===== src/rtl/multiplier_bist.sv =====
// Built-in self-test for a 4x4 combinational multiplier: sweeps all 256 operand
// pairs and checks each captured product against a 4-cycle shift-add reference.
module multiplier_bist #(
    parameter int SETTLE      = 1,
    parameter bit STOP_ON_ERR = 1'b0
) (
    input  logic       CLK,
    input  logic       RST,
    input  logic       start,
    input  logic [7:0] p_in,
    output logic [3:0] a_out,
    output logic [3:0] b_out,
    output logic       busy,
    output logic       done,
    output logic       pass,
    output logic [8:0] err_count,
    output logic       first_err_valid,
    output logic [7:0] first_err_addr
);

    typedef enum logic [2:0] {IDLE, DRIVE, CALC, CHECK, DONE} state_t;

    localparam logic [3:0] SETTLE_LAST = 4'(SETTLE - 1);

    state_t     state_q, state_d;
    logic [7:0] idx_q, idx_d;
    logic [3:0] settle_q, settle_d;
    logic [1:0] calc_q, calc_d;
    logic [7:0] p_cap_q, p_cap_d;
    logic [7:0] acc_q, acc_d;
    logic [7:0] mcand_q, mcand_d;
    logic [3:0] mplier_q, mplier_d;
    logic       busy_q, busy_d;
    logic       done_q, done_d;
    logic       pass_q, pass_d;
    logic [8:0] err_q, err_d;
    logic       fev_q, fev_d;
    logic [7:0] fea_q, fea_d;
    logic       mismatch;

    assign mismatch = (p_cap_q != acc_q);

    always_comb begin
        state_d  = state_q;
        idx_d    = idx_q;
        settle_d = settle_q;
        calc_d   = calc_q;
        p_cap_d  = p_cap_q;
        acc_d    = acc_q;
        mcand_d  = mcand_q;
        mplier_d = mplier_q;
        busy_d   = busy_q;
        done_d   = done_q;
        pass_d   = pass_q;
        err_d    = err_q;
        fev_d    = fev_q;
        fea_d    = fea_q;
        case (state_q)
            IDLE, DONE: begin
                if (start) begin
                    state_d  = DRIVE;
                    idx_d    = 8'd0;
                    settle_d = 4'd0;
                    err_d    = 9'd0;
                    fev_d    = 1'b0;
                    fea_d    = 8'd0;
                    busy_d   = 1'b1;
                    done_d   = 1'b0;
                    pass_d   = 1'b0;
                end
            end
            DRIVE: begin
                // p_in is only trusted once operands have been held SETTLE cycles
                if (settle_q == SETTLE_LAST) begin
                    p_cap_d  = p_in;
                    acc_d    = 8'd0;
                    mcand_d  = {4'b0, idx_q[7:4]};
                    mplier_d = idx_q[3:0];
                    calc_d   = 2'd0;
                    state_d  = CALC;
                end else begin
                    settle_d = settle_q + 4'd1;
                end
            end
            CALC: begin
                if (mplier_q[0])
                    acc_d = acc_q + mcand_q;
                mcand_d  = mcand_q << 1;
                mplier_d = mplier_q >> 1;
                calc_d   = calc_q + 2'd1;
                if (calc_q == 2'd3)
                    state_d = CHECK;
            end
            CHECK: begin
                if (mismatch) begin
                    err_d = err_q + 9'd1;
                    if (!fev_q) begin
                        fev_d = 1'b1;
                        fea_d = idx_q;
                    end
                end
                if (idx_q == 8'hFF || (STOP_ON_ERR && mismatch)) begin
                    state_d = DONE;
                    busy_d  = 1'b0;
                    done_d  = 1'b1;
                    pass_d  = (err_d == 9'd0);
                end else begin
                    idx_d    = idx_q + 8'd1;
                    settle_d = 4'd0;
                    state_d  = DRIVE;
                end
            end
            default: state_d = IDLE;
        endcase
    end

    always_ff @(posedge CLK) begin
        if (RST) begin
            state_q  <= IDLE;
            idx_q    <= 8'd0;
            settle_q <= 4'd0;
            calc_q   <= 2'd0;
            p_cap_q  <= 8'd0;
            acc_q    <= 8'd0;
            mcand_q  <= 8'd0;
            mplier_q <= 4'd0;
            busy_q   <= 1'b0;
            done_q   <= 1'b0;
            pass_q   <= 1'b0;
            err_q    <= 9'd0;
            fev_q    <= 1'b0;
            fea_q    <= 8'd0;
        end else begin
            state_q  <= state_d;
            idx_q    <= idx_d;
            settle_q <= settle_d;
            calc_q   <= calc_d;
            p_cap_q  <= p_cap_d;
            acc_q    <= acc_d;
            mcand_q  <= mcand_d;
            mplier_q <= mplier_d;
            busy_q   <= busy_d;
            done_q   <= done_d;
            pass_q   <= pass_d;
            err_q    <= err_d;
            fev_q    <= fev_d;
            fea_q    <= fea_d;
        end
    end

    assign a_out           = idx_q[7:4];
    assign b_out           = idx_q[3:0];
    assign busy            = busy_q;
    assign done            = done_q;
    assign pass            = pass_q;
    assign err_count       = err_q;
    assign first_err_valid = fev_q;
    assign first_err_addr  = fea_q;

endmodule


===== config.mk =====
export PLATFORM = sky130hd
export DESIGN_NAME = multiplier_bist
export DESIGN_NICKNAME = d
export VERILOG_FILES = /design/src/rtl/multiplier_bist.sv
export SDC_FILE = /design/constraint.sdc
export NUM_CORES = 1
export LEC_CHECK = 0
export ABC_AREA = 1
export BUFFER_PORTS_ARGS = -buffer_cell sky130_fd_sc_hd__buf_2
export CAP_MARGIN = 0
export CORE_MARGIN = 1.5
export CORE_UTILIZATION = 52
export CTS_CLUSTER_DIAMETER = 40
export CTS_CLUSTER_SIZE = 12
export DETAILED_ROUTE_END_ITERATION = 8
export HOLD_SLACK_MARGIN = 0.03
export PLACE_DENSITY = 0.86
export SETUP_SLACK_MARGIN = 0.05
export SYNTH_ARGS = -nofsm -noshare
export SYNTH_HDL_FRONTEND = slang
export SYNTH_SLANG_ARGS = --single-unit

===== constraint.sdc =====
create_clock -name CLK -period 1.8 [get_ports CLK]
set_input_delay 0 -clock CLK [delete_from_list [all_inputs] [get_ports CLK]]
set_output_delay 0 -clock CLK [all_outputs]
set_load 0.005 [all_outputs]

==> out/metrics.yaml <==
via_per_inst: 5.629
power_frac_comb_pct: 19.1
dp_slack_ns: -0.03283
dp.final_hpwl_mm: 5.808
ys_seq_elements: 66
max-vdd-ir-drop_v: 0.0005447
cts_buffer_depth: 2
cp_max_fo: 4
r2r-start: "acc_q[0]$_SDFFE_PP0P_"
power_density_nw_per_um2: 882.7
final_util_pct: 67.77
drtIter0Drc: 365
synth.distinct_cells: 34
rrSetupSlack_ns: 0.004
die_height_um: 82.97
slew_headroom_pct: 61.90
hold_slack_ns: 0.1372
layout-area-overhead-vs-synth_pct: 23.51
async_flop_share_pct: 0
layout-drive-gt1-share_pct: 21.97
cp.required_ns: 2.08
worst_slew_pin_slew_ns: 0.5708
p_int_w: 0.002544
grt_max_degree: 44
ff2ff_path_depth: 10
hold_end: "state_q[2]$_SDFFE_PP0P_"
critPathLaunchType: "register"
cpMostUsedCell: "nand3_2"
hp-start: "start"
dieWidth_um: 82.97
drcViolationCount: 0
syn-cell-area_um2: 3326
worstPathArrival_ns: 2.08
wirelength_mm: 8.943
cts.sinks: 66
cpMaxStageDelayCell: "fa_2"
worst-path-buf-inv: 0
clockPowerShare_pct: 37.7
vias: 3445
slew_violations: 0
cp_cell_sequence: "ha_4, fa_2, nand3_2, nand3_2, nand2_2, nand2_2, a21oi_2, or2_4, nand3_2, a21oi_2"
final_common_cell: "nand2_1"
r2r-end: "acc_q[6]$_SDFFE_PP0P_"
synth_flop_cell: "dfxtp_1"
total_power_w: 0.003626
worstSetupPathType: "register to register"
hold_class: "primary input to register"
htreeDepth: 3
nets: 556
syn_inst: 468
first_pass_iters: 5
drv_cap: 0
diodes: 0
status: "finished, final reports clean"
fmax_ghz: 0.5566
crit_path_max_incr_delay_ns: 0.40
seq_area_frac_synth_pct: 39.73
ios: 40
hold_path_depth: 4
fin_crit_ns: 1.796
clock_latency_ns: 0.34
tns_ns: 0
clock-skew-final_ns: 0.01370
place_congestion: 0.8728
min_period_over_period_pct: 99.80
synth_edf_count: 0
clkSlewWorstSetupHoldPaths_ns: 0.08
cts_root_buffer: "clkbuf_8"
seqPwrFrac_pct: 43.1
swShare_pct: 29.82
overflow: 0
portBuffers: 39
ant_nets: 0
syn_nets: 492
post-route-worst-setup-slack_ns: 0.003513
grtUsageTotal_pct: 24.69
syn_area_per_cell_um2: 7.106
start_util_pct: 54.87
ys_warn_count: 0
power_switching_w: 0.001081
p_leak_nw: 1.743
dieArea_um2: 6884
core_area_um2: 6061
grt_pass1_vias: 3215
setup_viol: 0
rsz0062_at_grt: "yes"
antenna_found_initial: 0
rows: 28
cts_buffers: 9
final_cell_mix: "nand2_1, dfxtp_1, a21oi_1"
wl_per_cell_um: 14.61
cp_top_family: "adder cells"
cp-end-kind: "register"
finalHoldViolCount: 0
cts_tree: "yes"
grt_first_pass_wirelength_mm: 14.08
==> how the worst max path moves through the flow <==
stage / from / to / cells past startpoint
global placement: acc_q[0]$_SDFFE_PP0P_ / acc_q[6]$_SDFFE_PP0P_ / 10
finish: acc_q[0]$_SDFFE_PP0P_ / acc_q[6]$_SDFFE_PP0P_ / 10
detailed placement: acc_q[0]$_SDFFE_PP0P_ / acc_q[6]$_SDFFE_PP0P_ / 10
floorplan: acc_q[0]$_SDFFE_PP0P_ / acc_q[6]$_SDFFE_PP0P_ / 10
global route: mcand_q[0]$_SDFFE_PP0P_ / acc_q[6]$_SDFFE_PP0P_ / 10
CTS: acc_q[0]$_SDFFE_PP0P_ / acc_q[6]$_SDFFE_PP0P_ / 10
==> cell usage after synthesis (3+ instances only) <==
cell type | count | area, um2
o221ai_1 | 3 | 26.28
inv_1 | 49 | 183.9
o21ai_0 | 19 | 95.09
nand3b_1 | 3 | 22.52
or2_2 | 3 | 18.77
dfxtp_1 | 66 | 1321
nand2_1 | 115 | 431.7
ha_1 | 12 | 150.1
nor3_1 | 12 | 60.06
nand3_1 | 41 | 205.2
xor2_1 | 10 | 87.58
nor2_1 | 35 | 131.4
nor2_2 | 3 | 18.77
nand4_1 | 3 | 18.77
a31oi_1 | 4 | 25.02
xnor2_1 | 4 | 35.03
clkbuf_1 | 10 | 37.54
a21oi_1 | 53 | 265.3
nand3_2 | 3 | 30.03
==> registers in the layout, indices dropped and copies added (netlist names) <==
register and flops:
err_count 9, acc_q 8, first_err_addr 8, idx_q 8
mcand_q 8, p_cap_q 8, mplier_q 4, settle_q 4
state_q 3, calc_q 2, busy 1, done 1
first_err_valid 1, pass 1
==> power groups by stage <==
stage	Clock, W	Sequential [W]	Combinational (W)
floorplan	0	0.00159	0.000445
global placement	0	0.00159	0.000610
detailed placement	0	0.00160	0.000629
CTS	0.00137	0.00156	0.000655
global route	0.00146	0.00157	0.000755
finish	0.00137	0.00156	0.000694
==> stage by stage <==
step	cell area, um2	instances
after floorplan	3326	468
after global placement	3684	586
after detailed placement	3684	586
after CTS	3996	610
after global routing	4108	612
final	4108	612
==> per-layer routing <==
metal	part of all wire [%]	routed length, um	vias to the layer above	global-route usage, %
li1	-	-	1656	-
met1	43	3807	1622	29.19
met2	49	4342	141	42.05
met3	6.4	575	26	7.356
met4	2.4	216	0	9.545
met5	0	0	-	0
==> what timing repair did <==
action / in CTS / in global routing
pin swaps: 0 / 8
endpoints found under the setup margin: 10 / 22
hold buffers: 8 / 0
gates resized for setup: 3 / 29
hold endpoints to repair: 8 / 0
setup buffers: 0 / 2
==> area by class of cell <==
class	instances	area (um2)
sequential	66	1335
timing repair buffer	67	425.4
fill	457	1953
clock buffer	13	178.9
tap	75	93.84
clock inverter	3	45.04
multi-input combinational	336	1834
inverter	52	195.2
==> cells by family (layout without fill, tap and decap cells) <==
logic type / count (synthesis) / in the layout / synth area share, %
buffers and inverters: 66 / 135 / 7.863
adder cells (fa/ha/maj): 13 / 13 / 5.117
AND/OR/NAND/NOR: 226 / 226 / 30.32
AO/OA/AOI/OAI: 83 / 83 / 13.28
XOR/XNOR: 14 / 14 / 3.687
flip-flops: 66 / 66 / 39.73
==> tightest hold or removal path: stages <==
cell	delay [ns]
buf_2	0.10
o221ai_1	0.15
nand2_1	0.10
a21oi_1	0.07
(Power assumes the default switching activity.)
